==> src/rtl/fetch_pkg.sv <==
// rtl/fetch_pkg.sv - shared types and constants for the instruction fetch front end
package fetch_pkg;

   typedef enum logic {
      IDLE = 1'b0,
      BUSY = 1'b1
   } fetch_state_e;

   typedef struct packed {
      logic [31:0] pc;
      logic [31:0] inst;
   } fq_entry_t;

   localparam logic [31:0] RESET_PC_DEFAULT = 32'h8000_0000;

   // Instructions are word aligned; low address bits of a target are dropped.
   function automatic logic [31:0] align_pc(input logic [31:0] pc);
      return {pc[31:2], 2'b00};
   endfunction

endpackage

==> src/rtl/fetch_queue.sv <==
// rtl/fetch_queue.sv - small FIFO of fetched {pc, inst} pairs feeding decode
module fetch_queue
   import fetch_pkg::*;
#(
   parameter int DEPTH = 2,
   localparam int AW = $clog2(DEPTH)
) (
   input  logic        clk,
   input  logic        rst_n,
   input  logic        push,
   input  fq_entry_t   push_data,
   input  logic        pop,
   input  logic        flush,
   output fq_entry_t   head,
   output logic [AW:0] count,
   output logic        empty
);

   fq_entry_t      mem [DEPTH];
   logic [AW-1:0]  rd_ptr;
   logic [AW-1:0]  wr_ptr;
   logic           full;

   // Storage is not reset: count alone decides which slots are meaningful.
   always_ff @(posedge clk) begin
      if (push && !flush) begin
         mem[wr_ptr] <= push_data;
      end
   end

   // Pointer and occupancy bookkeeping; a flush wins over a same-cycle push.
   always_ff @(posedge clk or negedge rst_n) begin
      if (!rst_n) begin
         rd_ptr <= '0;
         wr_ptr <= '0;
         count  <= '0;
      end else if (flush) begin
         rd_ptr <= '0;
         wr_ptr <= '0;
         count  <= '0;
      end else begin
         if (push) begin
            wr_ptr <= wr_ptr + AW'(1);
         end
         if (pop) begin
            rd_ptr <= rd_ptr + AW'(1);
         end
         if (push && !pop) begin
            count <= count + (AW+1)'(1);
         end else if (pop && !push) begin
            count <= count - (AW+1)'(1);
         end
      end
   end

   assign head  = mem[rd_ptr];
   assign empty = (count == '0);
   assign full  = (count == (AW+1)'(DEPTH));

   // The issue logic reserves a slot for every lookup in flight, so a push
   // into a full queue without a matching pop means that reservation broke.
   assert property (@(posedge clk) disable iff (!rst_n) !(push && !pop && !flush && full));

endmodule

==> src/rtl/ifu_fetch.sv <==
// rtl/ifu_fetch.sv - fetch PC owner, icache request driver and decode-side queue
module ifu_fetch
   import fetch_pkg::*;
#(
   parameter logic [31:0] RESET_PC = RESET_PC_DEFAULT,
   parameter int          FQ_DEPTH = 2
) (
   input  logic        clk,
   input  logic        rst_n,
   output logic [31:0] ic_pc,
   output logic        ic_en,
   input  logic [31:0] ic_inst,
   input  logic        ic_valid,
   input  logic        redirect_valid,
   input  logic [31:0] redirect_pc,
   output logic        id_valid,
   input  logic        id_ready,
   output logic [31:0] id_pc,
   output logic [31:0] id_inst
);

   localparam int              AW      = $clog2(FQ_DEPTH);
   localparam logic [AW+1:0]   DEPTH_V = (AW+2)'(FQ_DEPTH);

   fetch_state_e  state_q;
   fetch_state_e  state_d;
   logic [31:0]   fetch_pc_q;
   logic [31:0]   req_pc_q;
   logic          missing;
   logic          push;
   logic          pop;
   logic          can_issue;
   logic          q_empty;
   logic [AW:0]   count;
   logic [AW+1:0] occ_next;
   fq_entry_t     push_data;
   fq_entry_t     head;

   // Issue decision, icache request and next state; a lookup is only issued
   // when the queue will still have room for its response.
   always_comb begin
      missing   = 1'b0;
      push      = 1'b0;
      pop       = 1'b0;
      id_valid  = 1'b0;
      occ_next  = '0;
      can_issue = 1'b0;
      ic_en     = 1'b0;
      ic_pc     = fetch_pc_q;
      state_d   = state_q;

      missing   = (state_q == BUSY) && !ic_valid;
      push      = (state_q == BUSY) && ic_valid && !redirect_valid;
      id_valid  = !q_empty && !redirect_valid;
      pop       = id_valid && id_ready;
      occ_next  = {1'b0, count} + (AW+2)'(push) - (AW+2)'(pop);
      can_issue = (occ_next < DEPTH_V) && !missing;
      ic_en     = rst_n && (redirect_valid || can_issue);

      if (!rst_n) begin
         ic_pc = RESET_PC;
      end else if (redirect_valid) begin
         ic_pc = align_pc(redirect_pc);
      end else if (missing) begin
         ic_pc = req_pc_q;
      end

      if (ic_en) begin
         state_d = BUSY;
      end else if ((state_q == BUSY) && ic_valid) begin
         state_d = IDLE;
      end
   end

   // Fetch state and PCs; req_pc_q names the lookup whose response is due.
   always_ff @(posedge clk or negedge rst_n) begin
      if (!rst_n) begin
         state_q    <= IDLE;
         fetch_pc_q <= RESET_PC;
         req_pc_q   <= '0;
      end else begin
         state_q <= state_d;
         if (ic_en) begin
            req_pc_q   <= ic_pc;
            fetch_pc_q <= ic_pc + 32'd4;
         end
      end
   end

   assign push_data.pc   = req_pc_q;
   assign push_data.inst = ic_inst;

   fetch_queue #(
      .DEPTH(FQ_DEPTH)
   ) u_queue (
      .clk       (clk),
      .rst_n     (rst_n),
      .push      (push),
      .push_data (push_data),
      .pop       (pop),
      .flush     (redirect_valid),
      .head      (head),
      .count     (count),
      .empty     (q_empty)
   );

   assign id_pc   = head.pc;
   assign id_inst = head.inst;

endmodule

==> config.mk <==
export PLATFORM = sky130hd
export DESIGN_NAME = ifu_fetch
export DESIGN_NICKNAME = d
export VERILOG_FILES = /design/src/rtl/fetch_pkg.sv /design/src/rtl/fetch_queue.sv /design/src/rtl/ifu_fetch.sv
export SDC_FILE = /design/constraint.sdc
export NUM_CORES = 1
export LEC_CHECK = 0
export CORE_ASPECT_RATIO = 2
export CORE_UTILIZATION = 58
export DETAILED_ROUTE_END_ITERATION = 8
export DONT_BUFFER_PORTS = 1
export GPL_TIMING_DRIVEN = 0
export PLACE_DENSITY_LB_ADDON = 0.1
export SYNTH_ARGS = -nofsm -noshare
export SYNTH_HDL_FRONTEND = slang
export SYNTH_HIERARCHICAL = 1
export SYNTH_SLANG_ARGS = --single-unit
==> constraint.sdc <==
create_clock -name clk -period 11.2 [get_ports clk]
set_clock_uncertainty 0.1 [all_clocks]
set_input_delay 3.36 -clock clk [delete_from_list [all_inputs] [get_ports clk]]
set_output_delay 3.36 -clock clk [all_outputs]
set_load 0.005 [all_outputs]
==> summary.md, run 1 <==
| Metric | Value |
|---|---|
| Hpwl dp | `17.22 mm` |
| Area Overhead vs Synth | `10.43%` |
| Vias per cell | `6.153` |
| Slowest-stage cell, CP | `buf_2` |
| Max-slew violation count | `0` |
| Final GP Congestion | `1.016` |
| CTS Sinks | `195` |
| Initial antenna violation count | `0` |
| Post-layout min period | `10.87 ns` |
| Mapped Area | `8959 µm²` |
| Pre-Repair DR Iteration Count | `5` |
| Synthesized flop and latch total | `195` |
| Status | `completed` |
| DR DRC count | `0` |
| Hold WC Path Type | `reg -> reg` |
| Synth area leaders | `edfxtp_1 43%, dfrtp_1 18%, mux2_2 8.2%, nand2_1 6.2%, o21ai_0 2.1%` |
| Unrepaired setup endpoints after global routing | `false` |
| Slew @ Worst Pin | `1.069 ns` |
| Row Count | `63` |
| WS Path Type | `in -> out` |
| Nets | `836` |
| Asr flop ratio synth | `0.3436` |
| Num CTS Buffers | `17` |
| Global route overflow | `0` |
| Worst setup margin | `0.3270 ns` |
| Fmax | `91.97 MHz` |
| Remaining antenna violation count | `0` |
| Period utilization | `0.9708` |
| Number of synthesis warnings | `6` |
| Root Driver | `clkbuf_16` |
| Vias in the first global route | `6222` |
| Crit. End Element | `primary output` |
| First-pass GRT wire length | `35.45 mm` |
| Worst hold margin | `0.3869 ns` |
| Core Area | `14980 µm²` |
| Port Buffers | `0` |
| Post-Layout Cell Count | `971` |
| Layout Utilization | `0.6606` |
| Mean Syn Cell Area | `12.12 µm²` |
| CP Cell Sequence | `buf_4, buf_2, buf_2, clkbuf_2, nor2_1, and2_1, ha_1, or3_1, fa_1, xnor2_1, a31oi_1, nand2b_1, clkbuf_1, inv_2, clkbuf_2` |
| Clock transition at path regs | `0.07 ns` |
| Setup WS pre-CTS | `-0.5215 ns` |
| Syn nets | `812` |
| Post-Route WL | `23.30 mm` |
| Detailed Route Iter0 Violations | `403` |
| Crit-path max FO | `19` |
| CTS tree | `yes` |
| Largest net degree at the start of global routing | `71` |
| Unique masters post-synth | `66` |
| Ant diodes | `0` |
| Vias | `5975` |
| Leak | `3.746 nW` |
| Overall fraction of global-route tracks in use | `0.3030` |
| Final hold vios | `0` |
| PwrDens | `182.1 nW/µm²` |
| Synth area leader | `edfxtp_1` |
| Clock buffer depth | `2` |
| Total placed cells including tap cells | `940` |
| Slew margin rel. | `0.2807` |
| Critical path data arrival time | `7.41 ns` |
| Filler Cell Count | `1160` |
| Critical path launch point type | `input port` |
| Later-pin clock latency in the skew report | `0.43 ns` |
| Worst path max stage delay | `0.43 ns` |
| WP data required | `7.74 ns` |
| Die ar. | `15980 µm²` |
| Synthesized instance count | `739` |
| Starting density of the core | `0.5982` |
| Register area share after synthesis | `0.6163` |
| WL per Instance | `23.99 µm` |
| Ys flop type | `edfxtp_1` |
| Boundary Pins | `167` |
| Max-Cap Viols | `0` |
| Setup Viol. Count Final | `0` |
| H-tree levels | `4` |
| Die X | `89.88 µm` |
| Maximum vdd ir drop | `0.1140 mV` |
| Die H | `177.8 µm` |
| Layout cells sized above 1 | `0.1791` |
| Number of flops mapped to enable cells by yosys | `128` |
| Share of the synthesized area in the top cell type | `0.4291` |
[final cells by class]
type | count | area [µm²] | area share
repair buffers | 6 | 83.83 | 0.008474
flip-flops and latches | 195 | 5522 | 0.5581
inverters | 21 | 78.83 | 0.007968
plain buffers | 42 | 229.0 | 0.02314
multi-input cells | 480 | 3134 | 0.3168
clock inverters | 15 | 176.4 | 0.01783
well taps | 195 | 244.0 | 0.02466
clock buffers | 17 | 425.4 | 0.04300
[worst max-delay path: cells and delay by family]
family / cells / cell delay, ns
buffers and inverters: 7 / 2.14
XOR/XNOR: 1 / 0.15
AO/OA/AOI/OAI: 1 / 0.16
AND/OR/NAND/NOR: 4 / 0.91
adder cells (fa/ha/maj): 2 / 0.68
[metrics by stage]
step / TNS, ns / cell area (µm²) / power, mW
6_report: 0 / 9893 / 1.801
4_1_cts: 0 / 9892 / 1.803
2_1_floorplan: 0 / 8959 / 1.095
3_3_place_gp: -78.36 / 9203 / 1.177
3_5_place_dp: -0.5215 / 9293 / 1.190
5_1_grt: 0 / 9893 / 1.868
[kinds of logic after synthesis]
logic type | Yosys count | synth area share
xor+xnor | 32 | 0.03129
flops | 195 | 0.6163
mux | 73 | 0.09120
simple gates | 277 | 0.1518
compound gates | 94 | 0.06844
fa+ha+maj | 4 | 0.006425
buf+inv | 64 | 0.03450
[state kept, by name (all words and copies together) (netlist names)]
name	flops
state_q	1
u_queue/count	2
fetch_pc_q	32
u_queue/mem	128
req_pc_q	30
u_queue/wr_ptr	1
u_queue/rd_ptr	1
[power by group]
part | switching (mW) | internal [mW]
Sequential | 0.0630 | 0.851
Combinational | 0.171 | 0.0967
Clock | 0.266 | 0.354
[cell usage in the layout (no fill, tap or decap), types with 14 or more instances in the layout]
| master | instances |
|---|---|
| clkbuf_16 | 17 |
| mux2_2 | 65 |
| clkbuf_1 | 20 |
| dfrtp_1 | 66 |
| a21oi_1 | 16 |
| edfxtp_1 | 128 |
| nand2_1 | 148 |
| o21ai_0 | 38 |
| inv_1 | 20 |
| xor2_1 | 19 |
| nor2_1 | 41 |
| nand3_1 | 14 |
[cell usage after synthesis (7+ instances only)]
| cell | number |
|---|---|
| and3_1 | 7 |
| buf_2 | 10 |
| nor2_1 | 41 |
| xor2_1 | 19 |
| clkbuf_1 | 21 |
| inv_1 | 20 |
| nand3_1 | 14 |
| mux2i_1 | 7 |
| a311oi_1 | 7 |
| nand4_1 | 11 |
| xnor2_1 | 13 |
| o21ai_0 | 38 |
| a21oi_1 | 16 |
| mux2_2 | 65 |
| edfxtp_1 | 128 |
| dfrtp_1 | 66 |
| nand2_1 | 148 |
[metal layers]
metal,track usage,share of wire,up-vias
met4,0.1720,0.047,0
met5,0,0,-
li1,-,-,2713
met1,0.3114,0.35,2900
met2,0.5587,0.54,296
met3,0.07284,0.063,66
[final timing paths]
path                                startpoint             end  slack [ns]  depth (start not counted)
worst max-delay path            redirect_valid           ic_en        0.33                         15
min in group asynchronous                rst_n    req_pc_q[12]        2.52                          0
worst max register to register         state_q  fetch_pc_q[22]        6.99                         11
max in group asynchronous                rst_n  fetch_pc_q[31]        8.29                          0
worst min-delay path            fetch_pc_q[29]  fetch_pc_q[29]        0.39                          2
worst min register to register  fetch_pc_q[29]  fetch_pc_q[29]        0.39                          2
[repair_timing]
action,CTS,global route
setup endpoints to repair,1,1
setup buffers,0,0
endpoints found under the hold margin,0,0
gates resized for setup,1,1
hold buffers,0,0
No activity file was read; power rests on OpenSTA's default activity.
==> run 2: changes to the inputs <==
--- a/config.mk
+++ b/config.mk
@@ -11,7 +11,9 @@
 export DONT_BUFFER_PORTS = 1
 export GPL_TIMING_DRIVEN = 0
 export PLACE_DENSITY_LB_ADDON = 0.1
+export REMOVE_ABC_BUFFERS = 1
 export SYNTH_ARGS = -nofsm -noshare
 export SYNTH_HDL_FRONTEND = slang
 export SYNTH_HIERARCHICAL = 1
 export SYNTH_SLANG_ARGS = --single-unit
+export TNS_END_PERCENT = 1
==> run 2 against run 1 <==
Cell area down 1.9%. Clock power down 2%. Via count down 3.8%. Die area unchanged. Hold slack worse by 0.0031 ns. Maximum frequency up 9.4%. Flip-flop and latch count unchanged. Register-to-register slack worse by 0.07 ns. Largest power group unchanged. Wire length down 16%. Sequential share of layout area up 1.1 points. Worst setup slack better by 0.94 ns.
==> summary.md, run 2 (synthesized netlist as in run 1, its figures left out) <==
| Metric | Value |
|---|---|
| Status | `completed` |
| Leak | `3.613 nW (-3.5%)` |
| Critical path data arrival time | `6.48 ns (-0.93 ns)` |
| First-pass GRT wire length | `30.74 mm (-13%)` |
| Slew margin rel. | `0.2896 (+0.008885)` |
| Max-Cap Viols | `0 (unchanged)` |
| Filler Cell Count | `1137 (-2.0%)` |
| Ant diodes | `0 (unchanged)` |
| Total placed cells including tap cells | `899 (-4.4%)` |
| WS Path Type | `in -> out` |
| Critical path launch point type | `input port` |
| Detailed Route Iter0 Violations | `442 (+9.7%)` |
| Pre-Repair DR Iteration Count | `5 (unchanged)` |
| Post-layout min period | `9.936 ns (-0.9365 ns)` |
| Port Buffers | `0 (unchanged)` |
| Root Driver | `clkbuf_16` |
| PwrDens | `179.9 nW/µm² (-1.2%)` |
| Max-slew violation count | `0 (unchanged)` |
| Biggest register | `u_queue/mem` |
| Register share of total power | `0.525 (+0.018)` |
| Final hold vios | `0 (unchanged)` |
| Reg2reg start | `state_q` |
| Largest register FFs | `128 (unchanged)` |
| Comb pwr share | `0.127 (-0.021)` |
| Crit. End Element | `primary output` |
| Initial antenna violation count | `0 (unchanged)` |
| Setup Viol. Count Final | `0 (unchanged)` |
| Fmax | `100.6 MHz (+9.4%)` |
| Pwr Total | `1.746 mW (-3.1%)` |
| Core Area | `14980 µm² (unchanged)` |
| Final GP Congestion | `0.8162 (-20%)` |
| Period utilization | `0.8872 (-0.08361)` |
| Vias | `5747 (-3.8%)` |
| Post-Layout Cell Count | `930 (-4.2%)` |
| Sw Ratio | `0.2606 (-0.01690)` |
| Die X | `89.88 µm (unchanged)` |
| Hold WC Path Type | `reg -> reg` |
| Number of hold buffers added after CTS | `0 (unchanged)` |
| Num CTS Buffers | `17 (unchanged)` |
| Starting density of the core | `0.5982 (unchanged)` |
| Largest net degree at the start of global routing | `98 (+38%)` |
| Maximum vdd ir drop | `0.1279 mV (+12%)` |
| P_int | `1.291 mW (-0.81%)` |
| Commonest cells after routing, fill and taps aside | `148 x nand2_1, 128 x edfxtp_1, 65 x mux2_2, 65 x dfrtp_1, 41 x nor2_1` |
| Unrepaired setup endpoints after global routing | `false` |
| # Post-CTS Setup Buffers | `0 (unchanged)` |
| Vias in the first global route | `5855 (-5.9%)` |
| Clock buffer depth | `2 (unchanged)` |
| Crit-path max FO | `93 (+74)` |
| Global route overflow | `0 (unchanged)` |
| Row Count | `63 (unchanged)` |
| Worst hold margin | `0.3838 ns (-0.003059 ns)` |
| Die ar. | `15980 µm² (unchanged)` |
| Slew @ Worst Pin | `1.064 ns (-0.004642 ns)` |
| H-tree levels | `4 (unchanged)` |
| Layout cells sized above 1 | `0.1646 (-0.01450)` |
| Hold Startpoint | `fetch_pc_q[26]` |
| Later-pin clock latency in the skew report | `0.43 ns (about the same)` |
| WP data required | `7.74 ns (about the same)` |
| # resized after CTS | `0 (-1)` |
| Clock power share | `0.347 (+0.003)` |
| CTS Sinks | `195 (unchanged)` |
| Worst Setup SP | `redirect_valid` |
| WL per Instance | `21.15 µm (-12%)` |
| Vias per cell | `6.180 (+0.42%)` |
| Remaining antenna violation count | `0 (unchanged)` |
| Die H | `177.8 µm (unchanged)` |
| Commonest non-fill, non-tap cell in the layout | `nand2_1` |
| Overall fraction of global-route tracks in use | `0.2553 (-0.04772)` |
| DR DRC count | `0 (unchanged)` |
| Clock transition at path regs | `0.07 ns (about the same)` |
| Area Overhead vs Synth | `8.324%` |
| Nets | `796 (-4.8%)` |
| Largest regs | `u_queue/mem (128), fetch_pc_q (32), req_pc_q (30)` |
| CTS tree | `yes` |
| Boundary Pins | `167 (unchanged)` |
| Post-Route WL | `19.67 mm (-16%)` |
| Hpwl dp | `12.88 mm (-25%)` |
| Net switching power | `0.4549 mW (-9.0%)` |
-- run 2: cell count changes in the layout (fill, tap and decap cells not counted), moves of 2 or more --
cell | before | now
buf_8 | 2 | 0
clkinv_2 | 4 | 1
clkinvlp_4 | 1 | 4
buf_6 | 9 | 4
buf_2 | 10 | 0
clkbuf_2 | 2 | 0
clkbuf_1 | 20 | 2
buf_16 | 0 | 2
inv_6 | 5 | 3
-- run 2: stage by stage --
step	instance area [µm²]	TNS, ns	worst slack, ns	util
finish	9704	0	1.264	0.6480
global route	9704	0	1.123	0.6480
CTS	9704	0	1.302	0.6480
detailed placement	9116	0	1.309	0.6087
global placement	8972	-25.47	-0.6554	0.5991
floorplan	8728	0	0.7647	-
-- run 2: path summary, 6_finish.rpt --
check	end	slack, ns	cells past startpoint
worst max-delay path	ic_en	1.26	9
worst min-delay path	fetch_pc_q[26]	0.38	2
worst max register to register	fetch_pc_q[30]	6.92	11
worst min register to register	fetch_pc_q[26]	0.38	2
max in group asynchronous	fetch_pc_q[31]	8.31	0
min in group asynchronous	req_pc_q[31]	2.52	0
-- run 2: power by group through the flow --
stage               registers, mW  clock network, mW  logic (mW)
finish                      0.917              0.606       0.223
global route                0.926              0.645       0.247
CTS                         0.916              0.615       0.224
detailed placement          0.931                  0       0.222
global placement            0.927                  0       0.211
floorplan                   0.909                  0       0.170
-- run 2: worst max-delay path, cell delays in order --
cell      delay (ns)
nor2_1          0.16
and2_1          0.24
ha_1            0.25
or3_1           0.36
fa_1            0.40
xnor2_1         0.18
a31oi_1         0.10
nand2b_4        0.57
inv_2           0.75
-- run 2: routing by layer --
metal / part of all wire / up-vias / wire length (µm) / track usage
met1: 0.34 / 2801 / 6647 / 0.2640
met3: 0.070 / 55 / 1381 / 0.06170
met5: 0 / - / 0 / 0
li1: - / 2622 / - / -
met4: 0.045 / 0 / 886 / 0.1526
met2: 0.55 / 269 / 10750 / 0.4651
-- run 2: cell type report --
| cell class | count | area (µm²) | area share |
|---|---|---|---|
| Timing Repair Buffer | 8 | 115.1 | 0.01186 |
| Tap cell | 195 | 244.0 | 0.02514 |
| Sequential cell | 195 | 5525 | 0.5694 |
| Clock inverter | 12 | 155.1 | 0.01599 |
| Multi-Input combinational cell | 480 | 3153 | 0.3249 |
| Inverter | 21 | 78.83 | 0.008123 |
| Clock buffer | 19 | 432.9 | 0.04461 |
==> run 3: changes to the inputs <==
--- a/config.mk
+++ b/config.mk
@@ -6,7 +6,8 @@
 export NUM_CORES = 1
 export LEC_CHECK = 0
 export CORE_ASPECT_RATIO = 2
-export CORE_UTILIZATION = 58
+export CORE_UTILIZATION = 50
+export CTS_CLUSTER_DIAMETER = 100
 export DETAILED_ROUTE_END_ITERATION = 8
 export DONT_BUFFER_PORTS = 1
 export GPL_TIMING_DRIVEN = 0
==> run 3 against run 2 <==
Count of clock-buffer cells in the layout down 2. First-iteration DRC count decreased by 43%. Global-route usage shrank 2.5 points. Cell area is essentially flat. Flip-flop and latch count is the same.
==> summary.md, run 3 (synthesized netlist as in run 1, its figures left out) <==
| Metric | Value |
|---|---|
| Vias | `5666 (-1.4%)` |
| # Post-CTS Setup Buffers | `0 (unchanged)` |
| Area Overhead vs Synth | `8.226% (about the same)` |
| Commonest cells after routing, fill and taps aside | `148 x nand2_1, 128 x edfxtp_1, 65 x mux2_2, 65 x dfrtp_1, 41 x nor2_1` |
| DR DRC count | `0 (unchanged)` |
| WL per Instance | `21.68 µm (+2.5%)` |
| Vias per cell | `5.970 (-3.4%)` |
| Pre-Repair DR Iteration Count | `4 (-1)` |
| Net switching power | `0.4739 mW (+4.2%)` |
| H-tree levels | `4 (unchanged)` |
| Biggest register | `u_queue/mem` |
| Status | `completed` |
| Global route overflow | `0 (unchanged)` |
| Overall fraction of global-route tracks in use | `0.2303 (-0.02494)` |
| Final GP Congestion | `0.7974 (-2.3%)` |
| Hold WC Path Type | `reg -> reg` |
| Clock buffer depth | `2 (unchanged)` |
| Initial antenna violation count | `2 (+2)` |
| WS Path Type | `in -> out` |
| Clock power share | `0.332 (-0.015)` |
| Row Count | `68 (+7.9%)` |
| Starting density of the core | `0.5161 (-0.08201)` |
| Root Driver | `clkbuf_16` |
| Sw Ratio | `0.2781 (+0.01751)` |
| Vias in the first global route | `5866 (+0.19%)` |
| Register share of total power | `0.537 (+0.012)` |
| Core Area | `17360 µm² (+16%)` |
| Boundary Pins | `167 (unchanged)` |
| WP data required | `7.74 ns (about the same)` |
| Pwr Total | `1.704 mW (-2.4%)` |
| Unrepaired setup endpoints after global routing | `false` |
| CP top delay family | `simple AND/OR/NAND/NOR gates` |
| Die X | `96.65 µm (+7.5%)` |
| CP Cell Sequence | `nor2_1, and2_1, ha_1, or3_1, fa_1, xnor2_1, a31oi_1, nand2b_4, inv_2` |
| Slew margin rel. | `0.2568 (-0.03274)` |
| Later-pin clock latency in the skew report | `0.43 ns (about the same)` |
| Crit-path max FO | `93 (unchanged)` |
| Worst path max stage delay | `0.74 ns (about the same)` |
| Filler Cell Count | `1501 (+32%)` |
| Fmax | `101.7 MHz (+1.0%)` |
| Nets | `797 (+0.13%)` |
| CTS Sinks | `195 (unchanged)` |
| Comb pwr share | `0.130 (+0.003)` |
| Max-slew violation count | `0 (unchanged)` |
| Final hold vios | `0 (unchanged)` |
| Detailed Route Iter0 Violations | `250 (-43%)` |
| Critical path data arrival time | `6.38 ns (-0.10 ns)` |
| Clock transition at path regs | `0.07 ns (about the same)` |
| First-pass GRT wire length | `32.32 mm (+5.1%)` |
| Layout cells sized above 1 | `0.1710 (+0.006338)` |
| Die H | `191.3 µm (+7.6%)` |
| Crit. End Element | `primary output` |
| Slowest-stage cell, CP | `inv_2` |
| Period utilization | `0.8781 (-0.009040)` |
| Slew @ Worst Pin | `1.114 ns (+0.04906 ns)` |
| Setup Viol. Count Final | `0 (unchanged)` |
| PwrDens | `175.7 nW/µm² (-2.3%)` |
| Largest register FFs | `128 (unchanged)` |
| Buffer and inverter count on the worst path | `1 (unchanged)` |
| Hpwl dp | `13.64 mm (+5.9%)` |
| Largest regs | `u_queue/mem (128), fetch_pc_q (32), req_pc_q (30)` |
| Setup WS pre-CTS | `1.325 ns (+0.01516 ns)` |
| P_int | `1.230 mW (-4.7%)` |
| Maximum vdd ir drop | `0.1282 mV (+0.23%)` |
| Num CTS Buffers | `17 (unchanged)` |
| Post-layout min period | `9.835 ns (-0.1013 ns)` |
| Commonest non-fill, non-tap cell in the layout | `nand2_1` |
| Max-Cap Viols | `0 (unchanged)` |
| Largest net degree at the start of global routing | `98 (unchanged)` |
| Die ar. | `18490 µm² (+16%)` |
| Leak | `3.611 nW (about the same)` |
| CTS tree | `yes` |
| Critical path launch point type | `input port` |
| Worst setup margin | `1.365 ns (+0.1013 ns)` |
| Post-Route WL | `20.58 mm (+4.6%)` |
| # resized after CTS | `0 (unchanged)` |
| Number of hold buffers added after CTS | `0 (unchanged)` |
| Remaining antenna violation count | `0 (unchanged)` |
| Port Buffers | `0 (unchanged)` |
-- run 3: changes by cell type in the layout (fill, tap and decap cells not counted), sizes merged, moves of 2 or more --
| cell | change |
|---|---|
| inv | +4 |
| clkbuf | -2 |
| clkinv | +4 |
| bufinv | -3 |
| clkinvlp | -2 |
| diode | +2 |
-- run 3: area by class of cell --
class | count | area [µm²] | area share
Tap cell | 210 | 262.8 | 0.02710
Clock inverter | 15 | 122.6 | 0.01265
Timing Repair Buffer | 9 | 122.6 | 0.01265
Multi-Input combinational cell | 480 | 3153 | 0.3252
Antenna cell | 2 | 5.005 | 0.0005162
Clock buffer | 17 | 425.4 | 0.04388
Inverter | 21 | 78.83 | 0.008130
Sequential cell | 195 | 5525 | 0.5699
-- run 3: metal layers --
metal / track usage / share of wire / routed length, µm
met3: 0.06654 / 0.064 / 1315
met2: 0.4166 / 0.55 / 11310
met5: 0 / 0 / 0
met1: 0.2391 / 0.35 / 7219
met4: 0.1206 / 0.036 / 739
-- run 3: per-stage QoR --
stage	util	instance area (µm²)	TNS (ns)	cells	hold WS, ns
floorplan	-	8728	0	696	0.3462
CTS	0.5583	9691	0	947	0.3877
global route	0.5586	9696	0	949	0.4044
detailed placement	0.5267	9143	0	915	0.3721
finish	0.5586	9696	0	949	0.3869
global placement	0.5180	8991	-52.30	906	0.3609
-- run 3: worst reg2reg max path: cells and delay by family (launching register included) --
kind                     cells  cell delay, ns
flip-flops                   1            0.88
AND/OR/NAND/NOR              5            2.20
adder cells (fa/ha/maj)      1            0.20
multiplexers                 1            0.18
AO/OA/AOI/OAI                2            0.41
buffers and inverters        2            0.45
-- run 3: worst paths after layout --
path,start,endpoint,slack [ns],depth (start not counted)
setup / recovery,redirect_valid,ic_en,1.36,9
setup reg to reg,state_q,fetch_pc_q[28],6.72,11
max in group asynchronous,rst_n,fetch_pc_q[31],8.29,0
min in group asynchronous,rst_n,u_queue/wr_ptr,2.52,0
hold reg to reg,fetch_pc_q[16],fetch_pc_q[16],0.39,2
hold / removal,fetch_pc_q[16],fetch_pc_q[16],0.39,2
-- run 3: power by group through the flow --
| stage | Combinational, mW | Sequential (mW) | Clock (mW) |
|---|---|---|---|
| floorplan | 0.170 | 0.909 | 0 |
| global placement | 0.215 | 0.928 | 0 |
| global route | 0.248 | 0.926 | 0.606 |
| CTS | 0.225 | 0.916 | 0.581 |
| detailed placement | 0.224 | 0.931 | 0 |
| finish | 0.222 | 0.916 | 0.566 |
